`config.mk`:
```
export PLATFORM = sky130hd
export DESIGN_NAME = crypto_arbiter_flat
export DESIGN_NICKNAME = d
export VERILOG_FILES = /design/src/rtl/crypto_arb_pkg.sv /design/src/rtl/crypto_arbiter_if.sv /design/src/rtl/crypto_arb_pick.sv /design/src/rtl/crypto_arbiter.sv /design/src/flat_wrapper.sv
export SDC_FILE = /design/constraint.sdc
export NUM_CORES = 1
export LEC_CHECK = 0
export BUFFER_PORTS_ARGS = -buffer_cell sky130_fd_sc_hd__buf_2
export CELL_PAD_IN_SITES_DETAIL_PLACEMENT = 1
export CELL_PAD_IN_SITES_GLOBAL_PLACEMENT = 1
export CORE_AREA = 3 3 158 160
export CTS_CLUSTER_SIZE = 25
export DETAILED_ROUTE_END_ITERATION = 8
export DIE_AREA = 0 0 161 163
export PLACE_DENSITY_LB_ADDON = 0.25
export SLEW_MARGIN = 40
export SYNTH_ARGS = -nofsm -noshare
export SYNTH_HDL_FRONTEND = slang
export SYNTH_HIERARCHICAL = 1
export SYNTH_SLANG_ARGS = --single-unit
```
`constraint.sdc`:
```
create_clock -name clk -period 1.9 [get_ports clk]
set_input_delay 0.095 -clock clk [delete_from_list [all_inputs] [get_ports clk]]
set_output_delay 0.095 -clock clk [all_outputs]
set_load 0.1 [all_outputs]
```
`src/rtl/crypto_arb_pkg.sv`:
```
// Shared types for the two-requester crypto arbiter: FSM states and requester index.
package crypto_arb_pkg;

  localparam int NUM_REQ = 2;

  typedef enum logic [1:0] {
    ST_IDLE  = 2'd0,
    ST_ISSUE = 2'd1,
    ST_WAIT  = 2'd2,
    ST_RESP  = 2'd3
  } arb_state_t;

  // Requester 0 is the RAS spill/fill engine, requester 1 the MMIO crypto client.
  typedef logic req_idx_t;

endpackage

```
`src/rtl/crypto_arbiter_if.sv`:
```
// Request/response bundle between the two requesters, the arbiter and the cipher core.
interface crypto_arbiter_if
  import crypto_arb_pkg::*;
#(
  parameter int W = 32
);

  logic           r0_valid;
  logic           r0_mode;
  logic [2*W-1:0] r0_pt;
  logic           r0_ready;
  logic           r0_rvalid;
  logic [2*W-1:0] r0_ct;
  logic           r0_rready;

  logic           r1_valid;
  logic           r1_mode;
  logic [2*W-1:0] r1_pt;
  logic           r1_ready;
  logic           r1_rvalid;
  logic [2*W-1:0] r1_ct;
  logic           r1_rready;

  logic           c_valid;
  logic           c_mode;
  logic [2*W-1:0] c_pt;
  logic           c_ready;
  logic           c_rvalid;
  logic [2*W-1:0] c_ct;
  logic           c_rready;

  logic           busy;
  req_idx_t       owner;

  // Arbiter view.
  modport slave (
    input  r0_valid, r0_mode, r0_pt, r0_rready,
    input  r1_valid, r1_mode, r1_pt, r1_rready,
    input  c_ready, c_rvalid, c_ct,
    output r0_ready, r0_rvalid, r0_ct,
    output r1_ready, r1_rvalid, r1_ct,
    output c_valid, c_mode, c_pt, c_rready,
    output busy, owner
  );

  // Environment view: requesters plus cipher core.
  modport master (
    output r0_valid, r0_mode, r0_pt, r0_rready,
    output r1_valid, r1_mode, r1_pt, r1_rready,
    output c_ready, c_rvalid, c_ct,
    input  r0_ready, r0_rvalid, r0_ct,
    input  r1_ready, r1_rvalid, r1_ct,
    input  c_valid, c_mode, c_pt, c_rready,
    input  busy, owner
  );

endinterface

```
`src/rtl/crypto_arb_pick.sv`:
```
// Combinational winner select for two requesters.
// CRYPTO_ARB_RR_EN: ties go to the requester that was not the last owner; otherwise requester 0 wins ties.
module crypto_arb_pick
  import crypto_arb_pkg::*;
(
  input  logic [NUM_REQ-1:0] valid,
  input  req_idx_t           last_owner,
  output logic               grant,
  output req_idx_t           index
);

  assign grant = |valid;

`ifdef CRYPTO_ARB_RR_EN
  always_comb begin
    if (&valid) begin
      index = ~last_owner;
    end else begin
      index = valid[1];
    end
  end
`else
  logic unused_last_owner;
  assign unused_last_owner = last_owner;
  assign index             = ~valid[0];
`endif

endmodule

```
`src/rtl/crypto_arbiter.sv`:
```
// Two-requester arbiter in front of a single block-cipher core, one operation in flight.
// CRYPTO_ARB_RR_EN selects round-robin tie-breaking in crypto_arb_pick (fixed priority otherwise).
module crypto_arbiter
  import crypto_arb_pkg::*;
#(
  parameter int W = 32
) (
  input logic             clk,
  input logic             arst_n,
  crypto_arbiter_if.slave bus
);

  localparam int BW = 2 * W;

  arb_state_t          state_q, state_d;
  req_idx_t            owner_q, owner_d;
  req_idx_t            rr_last_q, rr_last_d;
  logic                mode_q, mode_d;
  logic [BW-1:0]       pt_q, pt_d;
  logic [BW-1:0]       ct_q, ct_d;

  logic [NUM_REQ-1:0]  valid_v;
  logic [NUM_REQ-1:0]  mode_v;
  logic [NUM_REQ-1:0]  rready_v;
  logic [NUM_REQ-1:0]  ready_v;
  logic [NUM_REQ-1:0]  rvalid_v;
  logic [BW-1:0]       pt_v [NUM_REQ];

  logic                grant;
  req_idx_t            pick_idx;

  assign valid_v  = {bus.r1_valid, bus.r0_valid};
  assign mode_v   = {bus.r1_mode, bus.r0_mode};
  assign rready_v = {bus.r1_rready, bus.r0_rready};
  assign pt_v[0]  = bus.r0_pt;
  assign pt_v[1]  = bus.r1_pt;

  crypto_arb_pick u_pick (
    .valid      (valid_v),
    .last_owner (rr_last_q),
    .grant      (grant),
    .index      (pick_idx)
  );

  // ready is gated by arst_n so every output reads 0 while reset is held.
  for (genvar gi = 0; gi < NUM_REQ; gi++) begin : g_req
    assign ready_v[gi]  = arst_n && (state_q == ST_IDLE) && grant
                          && (pick_idx == req_idx_t'(gi));
    assign rvalid_v[gi] = (state_q == ST_RESP) && (owner_q == req_idx_t'(gi));
  end

  always_comb begin
    state_d   = state_q;
    owner_d   = owner_q;
    rr_last_d = rr_last_q;
    mode_d    = mode_q;
    pt_d      = pt_q;
    ct_d      = ct_q;
    case (state_q)
      ST_IDLE: begin
        if (grant) begin
          state_d   = ST_ISSUE;
          owner_d   = pick_idx;
          rr_last_d = pick_idx;
          mode_d    = mode_v[pick_idx];
          pt_d      = pt_v[pick_idx];
        end
      end
      ST_ISSUE: begin
        if (bus.c_ready) begin
          state_d = ST_WAIT;
        end
      end
      ST_WAIT: begin
        if (bus.c_rvalid) begin
          ct_d    = bus.c_ct;
          state_d = ST_RESP;
        end
      end
      ST_RESP: begin
        if (rready_v[owner_q]) begin
          state_d = ST_IDLE;
        end
      end
      default: state_d = ST_IDLE;
    endcase
  end

  // rr_last resets to 1 so the first tie after reset goes to requester 0.
  always_ff @(posedge clk or negedge arst_n) begin
    if (!arst_n) begin
      state_q   <= ST_IDLE;
      owner_q   <= 1'b0;
      rr_last_q <= 1'b1;
      mode_q    <= 1'b0;
      pt_q      <= '0;
      ct_q      <= '0;
    end else begin
      state_q   <= state_d;
      owner_q   <= owner_d;
      rr_last_q <= rr_last_d;
      mode_q    <= mode_d;
      pt_q      <= pt_d;
      ct_q      <= ct_d;
    end
  end

  assign bus.r0_ready  = ready_v[0];
  assign bus.r1_ready  = ready_v[1];
  assign bus.r0_rvalid = rvalid_v[0];
  assign bus.r1_rvalid = rvalid_v[1];
  assign bus.r0_ct     = ct_q;
  assign bus.r1_ct     = ct_q;

  assign bus.c_valid   = (state_q == ST_ISSUE);
  assign bus.c_mode    = mode_q;
  assign bus.c_pt      = pt_q;
  assign bus.c_rready  = (state_q == ST_WAIT);

  assign bus.busy      = (state_q != ST_IDLE);
  assign bus.owner     = owner_q;

endmodule

```
`src/flat_wrapper.sv`:
```
// flat-port wrapper written by rule: the top's interface ports become plain ports
module crypto_arbiter_flat import crypto_arb_pkg::*;
#(
  parameter int W = 32
)
  (clk, arst_n, bus_r0_valid, bus_r0_mode, bus_r0_pt, bus_r0_rready, bus_r1_valid, bus_r1_mode, bus_r1_pt, bus_r1_rready, bus_c_ready, bus_c_rvalid, bus_c_ct, bus_r0_ready, bus_r0_rvalid, bus_r0_ct, bus_r1_ready, bus_r1_rvalid, bus_r1_ct, bus_c_valid, bus_c_mode, bus_c_pt, bus_c_rready, bus_busy, bus_owner);
  crypto_arbiter_if #(.W(W)) bus_i ();
  input logic clk;
  input logic arst_n;
  input wire logic [$bits(bus_i.r0_valid)-1:0] bus_r0_valid;
  input wire logic [$bits(bus_i.r0_mode)-1:0] bus_r0_mode;
  input wire logic [$bits(bus_i.r0_pt)-1:0] bus_r0_pt;
  input wire logic [$bits(bus_i.r0_rready)-1:0] bus_r0_rready;
  input wire logic [$bits(bus_i.r1_valid)-1:0] bus_r1_valid;
  input wire logic [$bits(bus_i.r1_mode)-1:0] bus_r1_mode;
  input wire logic [$bits(bus_i.r1_pt)-1:0] bus_r1_pt;
  input wire logic [$bits(bus_i.r1_rready)-1:0] bus_r1_rready;
  input wire logic [$bits(bus_i.c_ready)-1:0] bus_c_ready;
  input wire logic [$bits(bus_i.c_rvalid)-1:0] bus_c_rvalid;
  input wire logic [$bits(bus_i.c_ct)-1:0] bus_c_ct;
  output wire logic [$bits(bus_i.r0_ready)-1:0] bus_r0_ready;
  output wire logic [$bits(bus_i.r0_rvalid)-1:0] bus_r0_rvalid;
  output wire logic [$bits(bus_i.r0_ct)-1:0] bus_r0_ct;
  output wire logic [$bits(bus_i.r1_ready)-1:0] bus_r1_ready;
  output wire logic [$bits(bus_i.r1_rvalid)-1:0] bus_r1_rvalid;
  output wire logic [$bits(bus_i.r1_ct)-1:0] bus_r1_ct;
  output wire logic [$bits(bus_i.c_valid)-1:0] bus_c_valid;
  output wire logic [$bits(bus_i.c_mode)-1:0] bus_c_mode;
  output wire logic [$bits(bus_i.c_pt)-1:0] bus_c_pt;
  output wire logic [$bits(bus_i.c_rready)-1:0] bus_c_rready;
  output wire logic [$bits(bus_i.busy)-1:0] bus_busy;
  output wire logic [$bits(bus_i.owner)-1:0] bus_owner;
  assign bus_i.r0_valid = bus_r0_valid;
  assign bus_i.r0_mode = bus_r0_mode;
  assign bus_i.r0_pt = bus_r0_pt;
  assign bus_i.r0_rready = bus_r0_rready;
  assign bus_i.r1_valid = bus_r1_valid;
  assign bus_i.r1_mode = bus_r1_mode;
  assign bus_i.r1_pt = bus_r1_pt;
  assign bus_i.r1_rready = bus_r1_rready;
  assign bus_i.c_ready = bus_c_ready;
  assign bus_i.c_rvalid = bus_c_rvalid;
  assign bus_i.c_ct = bus_c_ct;
  assign bus_r0_ready = bus_i.r0_ready;
  assign bus_r0_rvalid = bus_i.r0_rvalid;
  assign bus_r0_ct = bus_i.r0_ct;
  assign bus_r1_ready = bus_i.r1_ready;
  assign bus_r1_rvalid = bus_i.r1_rvalid;
  assign bus_r1_ct = bus_i.r1_ct;
  assign bus_c_valid = bus_i.c_valid;
  assign bus_c_mode = bus_i.c_mode;
  assign bus_c_pt = bus_i.c_pt;
  assign bus_c_rready = bus_i.c_rready;
  assign bus_busy = bus_i.busy;
  assign bus_owner = bus_i.owner;
  crypto_arbiter #(.W(W)) u_core (.clk(clk), .arst_n(arst_n), .bus(bus_i));
endmodule
```
==> summary.txt <==
Die
  • Die X: around 160 um
  • Die Ht: 163 um
  • Floorplan Core Area: ~0.024 mm2
  • Area of the die: 0.0262 mm2
  • Starting Density: around 26%
  • # rows: 56
  • Num ports: roughly 400

Synthesis
  • Mapped Avg Cell Area: 11.8 um2
  • Post-synthesis net count: approximately 720
  • Yosys warns: 6
  • Cells after synthesis: approximately 500
  • Mapped Area: around 0.006 mm2

Clock tree
  • Clk Tree Root Cell: clkbuf_16
  • CTS sink count: approximately 130
  • CTS Buf Count: 17
  • Worst skew pair latency: 0.41 ns
  • Worst-path clk slew: 0.06 ns
  • CTS Buffer Depth: 2
  • TritonCTS clock tree: yes
  • H-Tree Level Count: 4

Layout
  • Area growth syn-to-layout: 72.6%
  • Final cell count without fillers: around 1400
  • Antenna diodes: 0
  • Proportion of layout cells with a drive suffix above 1: 49.6%
  • Fin nets: approximately 1200

Timing
  • Final setup fails: 0
  • Final-report max-slew violation count: 0
  • Timing-limited maximum frequency: 0.554 GHz
  • Final min period: 1.81 ns
  • Max transition margin: 63.9%
  • Worst Max-Slew Pin Slew: between 0.5 and 0.6 ns
  • Skew final: between 0.009 and 0.01 ns
  • Minimum hold slack: 0.0133 ns
  • Hold Violations, Final: 0
  • Final Cycle Share: approximately 95%

Setup path
  • Worst setup EP type: flip-flop
  • Crit path largest cell delay: 0.47 ns
  • Crit-path cells: buf_4 > ha_4 > nor2b_1 > a2111oi_2 > mux2_1
  • CP Class: reg -> reg
  • CP max stage cell: a2111oi_2
  • CP arrival: about 2.1 ns
  • Worst Path Required: 2.19 ns
  • Worst reg2reg path depth: 5
  • Critical path fanouts, max: 4
  • Startpoint types: flip-flop

Detailed routing
  • First DRT Iteration DRCs: about 170
  • Via Count: 5697
  • Detail Route Antenna Nets: 0
  • Routed len/inst: approximately 17 um
  • Remaining DRCs: 0
  • DRT Pass-1 Iters: 4
  • Final wirelength: 23.5 mm
  • Vias per cell: between 4 and 5

Worst hold path
  • Hold Path Depth: 3
  • Min-delay worst type: in -> reg

Placed design
  • Final HPWL DP: 16.3 mm
  • Placed cell count: 1157
  • Number of buffers added on ports: around 400
  • RePlAce Congestion: between 0.7 and 0.8

Flow run
  • Max Cap Viol: 0

GRT
  • Total grt overflow: 0
  • GRT Total Usage: between 10% and 20%
  • Initial antenna violation count: 3
  • Pin count of the biggest net entering global routing: 57
  • Vias in the first global route: between 6000 and 7000
  • First-pass GRT wire length: between 30 and 40 mm

Run status
  • Status: completed
critical path, delay by kind of cell, from the launching register on:
| family | cells | cell delay [ns] |
|---|---|---|
| fa+ha+maj | 1 | 0.16 |
| mux | 1 | 0.36 |
| buf+inv | 1 | 0.15 |
| flops | 1 | 0.41 |
| simple gates | 1 | 0.14 |
| compound gates | 1 | 0.47 |
through the flow:
step                      cell area (um2)  worst slack [ns]  util, %   TNS (ns)
after floorplan                      6080            0.0114        -          0
after global routing                10500         -0.000700     44.4  -0.000700
final                               10500            0.0936     44.4          0
after global placement               8140             0.162     34.6          0
after detailed placement             8140             0.121     34.6          0
after CTS                           10400            0.0442     44.4          0
registers in the layout, indices dropped and copies added (netlist names):
signal,flops
u_core/bus.r0_ct,64
u_core/state_q,2
u_core/bus.c_pt,64
u_core/bus.c_mode,1
u_core/bus.owner,1
area by class of cell:
class	count	area (um2)
clock buffer	19	433
clock inverter	13	103
fill	2700	13100
inverter	4	16.3
multi-input combinational	284	2180
sequential	132	3300
tap	319	399
timing repair buffer	596	4030
layer usage:
layer	wire length, um	track usage (%)	part of all wire (%)
met5	34	0	0.14
met4	451	5.71	1.9
met3	2220	6.97	9.4
met2	12100	32.0	52
met1	8680	18.5	37
timing repair:
| item | in CTS | in global routing |
|---|---|---|
| setup buffers | 2 | 2 |
| setup endpoints to repair | 2 | 2 |
| pin swaps | 0 | 1 |
| hold buffers | 174 | 0 |
| resized for setup | 3 | 3 |
| hold endpoints to repair | 253 | 0 |
cell usage in the layout, fill, tap and decap left out, types with 2 or more instances in the layout:
master	instances
buf_12	9
buf_2	398
buf_4	13
clkbuf_1	2
clkbuf_16	17
clkinv_2	2
clkinvlp_4	6
dfrtp_1	131
dlygate4sd3_1	174
ha_1	2
ha_4	2
inv_2	2
inv_6	5
mux2_1	11
mux2_2	54
mux2i_1	67
nand2_1	69
nor2b_1	3
o21ai_0	61
o21ai_1	4
worst paths after layout:
path | start | to | slack (ns)
worst min register to register | u_core/bus.c_pt[7] | u_core/bus.c_pt[7] | 0.47
worst max register to register | u_core/state_q[1] | u_core/state_q[1] | 0.09
worst min-delay path | bus_r0_pt[28] | u_core/bus.c_pt[28] | 0.01
max in group asynchronous | arst_n | u_core/bus.c_pt[47] | 1.13
min in group asynchronous | arst_n | u_core/bus.r0_ct[57] | 0.11
worst max-delay path | u_core/state_q[1] | u_core/state_q[1] | 0.09
Power is not shown: default switching activity piles up to over one toggle a cycle in this logic, so the estimate is an artifact.
